### src/rtl/fetch_stage.sv
// fetch_stage: PC register and F/D pipeline register with stall, branch-flush and halt bubbles
module fetch_stage #(
  parameter logic [15:0] RESET_PC  = 16'h0000,
  parameter logic [15:0] NOP_INSTR = 16'hA000
) (
  input  logic        clk,
  input  logic        rst_n,
  input  logic        stall,
  input  logic        flush,
  input  logic [15:0] branch_target,
  input  logic        halt_PC,
  output logic [15:0] imem_addr,
  input  logic [15:0] imem_data,
  output logic [31:0] F_out,
  output logic [15:0] pc_out,
  output logic        halted,
  output logic [15:0] fetch_count
);
  logic [15:0] pc, pc_plus_2, pc_nxt;
  logic [31:0] fd, fd_nxt;
  logic        bubble;
  assign pc_plus_2 = pc + 16'd2;
  assign bubble    = halted | flush | halt_PC;
  assign pc_nxt    = halted ? pc : flush ? branch_target : halt_PC ? pc : pc_plus_2;
  assign fd_nxt    = bubble ? {16'h0000, NOP_INSTR} : {pc_plus_2, imem_data};
  always_ff @(posedge clk or negedge rst_n)
    if (!rst_n) begin
      pc          <= RESET_PC;
      fd          <= {16'h0000, NOP_INSTR};
      halted      <= 1'b0;
      fetch_count <= 16'h0000;
    end else if (!stall) begin
      pc          <= pc_nxt;
      fd          <= fd_nxt;
      halted      <= halted | (halt_PC & ~flush);
      fetch_count <= bubble ? fetch_count : fetch_count + 16'd1;
    end
  assign imem_addr = pc;
  assign pc_out    = pc;
  assign F_out     = fd;
endmodule

### config.mk
export PLATFORM = sky130hd
export DESIGN_NAME = fetch_stage
export DESIGN_NICKNAME = d
export VERILOG_FILES = /design/src/rtl/fetch_stage.sv
export SDC_FILE = /design/constraint.sdc
export NUM_CORES = 1
export LEC_CHECK = 0
export CAP_MARGIN = 20
export CELL_PAD_IN_SITES_DETAIL_PLACEMENT = 0
export CELL_PAD_IN_SITES_GLOBAL_PLACEMENT = 1
export CORE_UTILIZATION = 33
export CTS_CLUSTER_DIAMETER = 60
export DETAILED_ROUTE_END_ITERATION = 16
export PLACE_DENSITY = 0.88
export SLEW_MARGIN = 0
export SYNTH_ARGS = -nofsm -noshare
export SYNTH_HDL_FRONTEND = slang
export SYNTH_SLANG_ARGS = --single-unit
### constraint.sdc
create_clock -name clk -period 2.33 [get_ports clk]
set_input_delay 0.3495 -clock clk [delete_from_list [all_inputs] [get_ports clk]]
set_output_delay 0.3495 -clock clk [all_outputs]
set_load 0.02 [all_outputs]
Word-level counts from Yosys, hierarchy flattened
Cells that the tools add are included.

cells by class
  muxes and demuxes = 3
  equal/unequal tests = 1
  $add $sub $neg = 2
  bitwise logic cells = 8
  reductions and logical operators = 2

operator list
  cell                   number
  $mux 16                2
  $mux 32                1
  $add 16x1->16 const B  1
  $add 16x2->16 const B  1
  $not 1->1              4
  $or 1x1->1             3
  $reduce_and 3->1       1
  $ne 2x2->1 const B     1
  $reduce_and 2->1       1
  $and 1x1->1            1

storage, ports and cells
  register bits after elaboration = 65
  word-level logic and storage cells = 20
  output and inout bits = 81
  bits of input ports = 37

Longest topological paths before layout
Gate-level depths: netlist of run 1.

  depth after elaboration = 4
  mapped depth = 7
  gate-level depth less buffers = 5

Worst setup path before layout of run 1
OpenSTA, ideal clock, no wires.

  path kind = reg2reg
  start point = register pc[1], in the netlist imem_addr[1]
  end point = register pc[13], in the netlist imem_addr[13]
  arrival time = 1678 ps
  stages on the path, launching flop included = 7
  data required time = 2231 ps
  path slack = 552 ps
  clock period less this slack = 1778 ps
  cells stage by stage = dfrtp_1 -> ha_1 -> buf_2 -> nand4_1 -> nor4_1 -> nor3_1 -> a311oi_1

on the way
  cells in the longest elaborated chain, start to end = 3

RTL lines
  item                    RTL line  text
  from (decl)             19        logic [15:0] pc, pc_plus_2, pc_nxt;
  from (signal assigned)  33        pc <= pc_nxt;
  $add 16x2->16           22        assign pc_plus_2 = pc + 16'd2;
  $mux 16 (2 in a row)    24        assign pc_nxt = halted ? pc : flush ? branch_target : halt_PC ? pc : pc_plus_2;

No other way between the ends. The select of a mux whose other input is x is not followed.
A chain may end at the register's enable or synchronous reset.

Worst setup path in the final report of run 1
  start point = register pc[4], in the netlist imem_addr[4]
  end point = output port imem_addr[4]

RTL lines
  item       RTL line  text
  to (decl)  12        output logic [15:0] imem_addr,

No word-level cell between the ends.

==> flow_summary.json, run 1 <==
{
  "async_flop_share_pct": 100,
  "worst_hold_slack_ns": 0.0743,
  "antenna_cells": 0,
  "synth_ff_type": "dfrtp_1",
  "setup_tns_ns": 0,
  "leakagePower_uw": 0.00188,
  "max_stage_delay_ns": 0.69,
  "grt_max_degree": 36,
  "synth-seq-area-share_pct": 50.7,
  "crit_family": "buffers and inverters",
  "required_ns": 1.98,
  "path_cells": "clkdlybuf4s50_1",
  "hpwl_mm": 6.36,
  "overflow": 0,
  "die_h_um": 101,
  "timing.max_cap.violations": 0,
  "cts.clk_slew.worst_paths_ns": 0.07,
  "synth_cells": 317,
  "num_rows": 35,
  "fin_ws_ns": 0.357,
  "report.final.slew_viol_count": 0,
  "drive_above_1_share_pct": 9.88,
  "seq_area_um2": 1630,
  "place_congestion": 0.810,
  "syn_to_final_growth_pct": 44.8,
  "p_per_area_nw_per_um2": 714,
  "syn_nets": 356,
  "crit_arrival_ns": 1.62,
  "cts_root_buf": "clkbuf_8",
  "crit_buf_inv": 1,
  "crit_fanout": 12,
  "wirelength_mm": 8.80,
  "relSlewSlack_pct": 50.3,
  "grt_setup_unrepaired": "no",
  "slowest_stage": "clkdlybuf4s50_1",
  "clock-sinks": 65,
  "grt.total_usage_pct": 18.1,
  "grt_pass1_vias": 2762,
  "synth_area_um2": 3210,
  "num_vias": 2815,
  "cts_tree": "done",
  "dp_slack_ns": 0.152,
  "antenna_found_initial": 0,
  "end_kind": "output pin",
  "synth_cell_types": 51,
  "hp-class": "input pin to asynchronous set/reset pin",
  "grt_pass1_wl_mm": 14.2,
  "path_class": "flop to output pin",
  "synth_edf_count": 0,
  "fin_crit_sh_pct": 84.7,
  "status": "complete, no violations",
  "multi_input_area_um2": 1340,
  "start_util_pct": 34.4,
  "vias_per_cell": 5.08,
  "fp.dieArea_um2": 10100,
  "core-area_um2": 9330,
  "h-tree-depth": 3,
  "ys_warn_count": 0,
  "skew_ns": 0.00910,
  "cts-resized-gates": 0,
  "synth.largest_area_cell": "dfrtp_1",
  "ir_drop_uv": 432,
  "drtIter0Drc": 235,
  "synth_top_area_share_pct": 49.1,
  "hold_viol": 0,
  "fin_nets": 459,
  "max_freq_mhz": 507,
  "cts_hold_buf": 0,
  "tightestPinTransition_ns": 0.746,
  "setup_violations": 0,
  "post-cts-setup-buffers": 0,
  "cts-buffers-inserted": 9,
  "min_period_ns": 1.97,
  "fillers": 870,
  "synth-seq-cells": 65,
  "clockBufferDepth": 2,
  "ant_nets": 0,
  "post-route-drc-count": 0,
  "die_w_um": 101,
  "critPathLaunchType": "flop",
  "io_buffers": 117,
  "synth.avg_cell_area_um2": 10.1,
  "firstDrtPassIters": 4,
  "yosys-top-cells-area": "dfrtp_1 (49%), xnor2_1 (6.0%), a22o_1 (4.4%)",
  "wl_per_cell_um": 15.9,
  "insertion_delay_ns": 0.34,
  "pin_count": 118
}
## state kept, by name, summed over array words and instances, names as in the netlist
name and flops:
F_out 32, fetch_count 16, imem_addr 16, halted 1
## worst register-to-register path, cell delays in order, from the launching register on
cell and delay [ns]:
dfrtp_1 0.50, ha_1 0.23, nand4_1 0.42, o41ai_1 0.45
a21oi_1 0.12, nor3_1 0.14
## per-stage QoR
step / total power [µW] / utilization (%) / area (µm²) / std cells
2_1_floorplan: 1920 / - / 3210 / 317
3_3_place_gp: 2350 / 47.7 / 4450 / 538
3_5_place_dp: 2360 / 47.7 / 4450 / 538
4_1_cts: 3350 / 49.9 / 4650 / 554
5_1_grt: 3470 / 49.9 / 4650 / 554
6_report: 3320 / 49.9 / 4650 / 554
## layer usage
layer  global-route usage, %  wire length [µm]  up-vias
li1                        -                 -     1334
met1                    24.3              3910     1365
met2                    29.2              4210      109
met3                    3.47               602        7
met4                    6.35                77        0
met5                       0                 0        -
## layout make-up
| type | count | area share [%] |
|---|---|---|
| clock buffer | 10 | 2.96 |
| inverter | 4 | 0.323 |
| clock inverter | 6 | 1.45 |
| sequential | 65 | 35.0 |
| tap | 129 | 3.47 |
| timing repair buffer | 132 | 28.0 |
| multi-input combinational | 208 | 28.7 |
## cell families (layout without fill, tap and decap cells)
family | after synthesis | after routing | synth area share (%)
AND/OR/NAND/NOR | 108 | 108 | 18.0
AO/OA/AOI/OAI | 69 | 69 | 14.6
flip-flops | 65 | 65 | 50.7
buffers and inverters | 44 | 152 | 7.87
XOR/XNOR | 26 | 26 | 7.09
multiplexers | 3 | 3 | 0.974
adder cells (fa/ha/maj) | 2 | 2 | 0.779
## placed cells by master (no fill, tap or decap), types with 4 or more instances in the layout
master,netlist,final
dfrtp_1,63,63
a22o_1,16,16
xor2_1,4,4
nand4_1,7,7
nor3_1,11,11
clkbuf_8,0,10
nand3_1,15,15
clkdlybuf4s50_1,0,116
buf_4,16,13
nor4_1,10,9
and3_1,5,5
nor2_1,14,14
a21oi_1,11,11
nand2_1,30,30
o21ai_0,21,21
xnor2_1,22,22
## cell usage after synthesis (all sizes together) (2+ instances only)
master and number:
dfrtp 63, nand2 30, buf 29, xnor2 22, o21ai 21, a22o 16
nand3 16, nor2 16, a21oi 11, clkbuf 11, nor3 11, nor4 11
nand4 7, and3 5, xor2 4, and4 3, inv 3, o2bb2ai 3
or3 3, a211oi 2, a311oi 2, dfstp 2, ha 2, mux2i 2
o22ai 2
## power by group
group	switching (µW)	internal, µW
clock network	457	525
logic	489	463
registers	175	1210
total	1120	2200
## final timing paths
kind                       cells past startpoint               to  slack [ns]    startpoint
hold reg to reg                                2        F_out[15]        0.47     F_out[15]
setup / recovery                               1     imem_addr[4]        0.36  imem_addr[4]
max in group asynchronous                      2  fetch_count[10]        1.61         rst_n
hold / removal                                 1   fetch_count[6]        0.07         rst_n
min in group clk                               2        F_out[15]        0.47     F_out[15]
setup reg to reg                               5    imem_addr[11]        0.40  imem_addr[1]
Note: power is estimated with default switching activity, not from simulation.
==> inputs of run 2 (changes only) <==
- CORE_UTILIZATION: 33 -> 30
- PLACE_DENSITY: 0.88 -> 0.84
- clock period: 2.33 -> 1.6 ns (I/O delays scaled with it)
==> flow_summary.json, run 2 (same netlist as run 1, synthesis figures left out) <==
{
  "status": "complete, no violations",
  "crit_arrival_ns": 1.83,
  "start_util_pct": 31.0,
  "fp.dieArea_um2": 11100,
  "hpwl_mm": 6.92,
  "place_congestion": 0.843,
  "drtIter0Drc": 170,
  "design_area_um2": 5010,
  "required_ns": 1.85,
  "syn_to_final_growth_pct": 56.0,
  "clock-sinks": 65,
  "leakagePower_uw": 0.00254,
  "post-route-drc-count": 0,
  "crit_family": "flip-flops",
  "max_freq_mhz": 632,
  "die_w_um": 105,
  "setup_tns_ns": 0,
  "pin_count": 118,
  "path_class": "flop to flop",
  "slowest_stage": "dfrtp_2",
  "h-tree-depth": 3,
  "io_buffers": 117,
  "antenna_found_initial": 0,
  "dp_slack_ns": -0.327,
  "final_common_cell": "dfrtp_1",
  "critPathLaunchType": "flop",
  "num_vias": 2976,
  "max_stage_delay_ns": 0.46,
  "vias_per_cell": 5.04,
  "crit_fanout": 8,
  "path_cells": "ha_4 > nand4_1 > buf_4 > nor4_2 > nor3_1 > a311oi_1",
  "core-area_um2": 10400,
  "ir_drop_uv": 701,
  "cts_root_buf": "clkbuf_8",
  "fin_crit_sh_pct": 98.9,
  "fillers": 992,
  "grt.total_usage_pct": 17.2,
  "clockBufferDepth": 2,
  "tightestPinTransition_ns": 0.393,
  "wirelength_mm": 9.24,
  "grt_pass1_vias": 2893,
  "timing.max_cap.violations": 0,
  "dpl-instance-area_um2": 4690,
  "end_kind": "flop",
  "cts_tree": "done",
  "ant_nets": 0,
  "relSlewSlack_pct": 73.6,
  "grt_pass1_wl_mm": 14.9,
  "drive_above_1_share_pct": 19.8,
  "hp-class": "input pin to asynchronous set/reset pin",
  "cts-buffers-inserted": 9,
  "num_rows": 37,
  "report.final.slew_viol_count": 0,
  "firstDrtPassIters": 6,
  "skew_ns": 0.0111,
  "fin_nets": 489,
  "antenna_cells": 0,
  "insertion_delay_ns": 0.35,
  "wl_per_cell_um": 15.6,
  "crit_buf_inv": 1,
  "fin_ws_ns": 0.0173,
  "min_period_ns": 1.58,
  "hold_viol": 0,
  "setup_violations": 0,
  "grt_max_degree": 27,
  "cts.clk_slew.worst_paths_ns": 0.08,
  "grt_setup_unrepaired": "yes",
  "overflow": 0,
  "largest_reg_flops": 32,
  "die_h_um": 105,
  "layout_common_cells": "dfrtp_1 (56), dlygate4sd2_1 (49), clkdlybuf4s50_1 (48)",
  "regToRegSetupSlack_ns": 0.02,
  "p_per_area_nw_per_um2": 1010
}
-- run 2: changes by cell type in the layout (fill, tap and decap cells not counted), sizes merged --
cell / change
bufinv: +1
dlygate4sd2: +49
dlymetal6s2s: +19
clkdlybuf4s50: -68
inv: +2
clkinvlp: +1
clkinv: -3
buf: +29
clkbuf: -1
dlygate4sd3: +1
-- run 2: layer usage --
| layer | vias to the layer above | track usage, % | routed length, µm |
|---|---|---|---|
| met3 | 11 | 3.40 | 610 |
| met4 | 0 | 6.44 | 122 |
| met2 | 110 | 28.0 | 4550 |
| met5 | - | 0 | 0 |
| met1 | 1462 | 22.5 | 3950 |
| li1 | 1393 | - | - |
-- run 2: layout make-up --
type / count / area [µm²] / area share [%]
sequential: 65 / 1640 / 32.7
timing repair buffer: 162 / 1520 / 30.4
multi-input combinational: 208 / 1440 / 28.7
tap: 136 / 170 / 3.40
clock buffer: 9 / 124 / 2.47
clock inverter: 7 / 101 / 2.02
inverter: 4 / 18.8 / 0.375
-- run 2: worst paths after layout --
| check | start | to | depth (start not counted) |
|---|---|---|---|
| worst max-delay path | imem_addr[1] | imem_addr[13] | 6 |
| worst min-delay path | rst_n | fetch_count[6] | 2 |
| worst max register to register | imem_addr[1] | imem_addr[13] | 6 |
| worst min register to register | F_out[13] | F_out[13] | 2 |
| max in group asynchronous | rst_n | F_out[13] | 3 |
| min in group clk | stall | F_out[13] | 3 |
-- run 2: power by group --
part	internal, µW	leakage, µW	switching, µW	total (µW)
clock	890	0.000106	694	1580
sequential	1780	0.000859	246	2020
combinational	642	0.00157	788	1430
total	3310	0.00254	1730	5040
-- run 2: repair_timing --
action                                 CTS  global route
gates resized for setup                 53            31
pin swaps                                0             4
hold buffers                             1             0
endpoints found under the hold margin   10             0
setup buffers                            1             2
setup endpoints to repair               54            40
-- run 2: per-stage QoR --
stage / cells / util [%] / power (µW) / hold WS, ns
after floorplan: 317 / - / 2860 / -0.0556
after global placement: 571 / 45.2 / 3530 / 0.162
after detailed placement: 571 / 45.2 / 3550 / 0.159
after CTS: 589 / 47.0 / 5010 / 0.329
after global routing: 591 / 48.3 / 5270 / 0.340
final: 591 / 48.3 / 5040 / 0.323
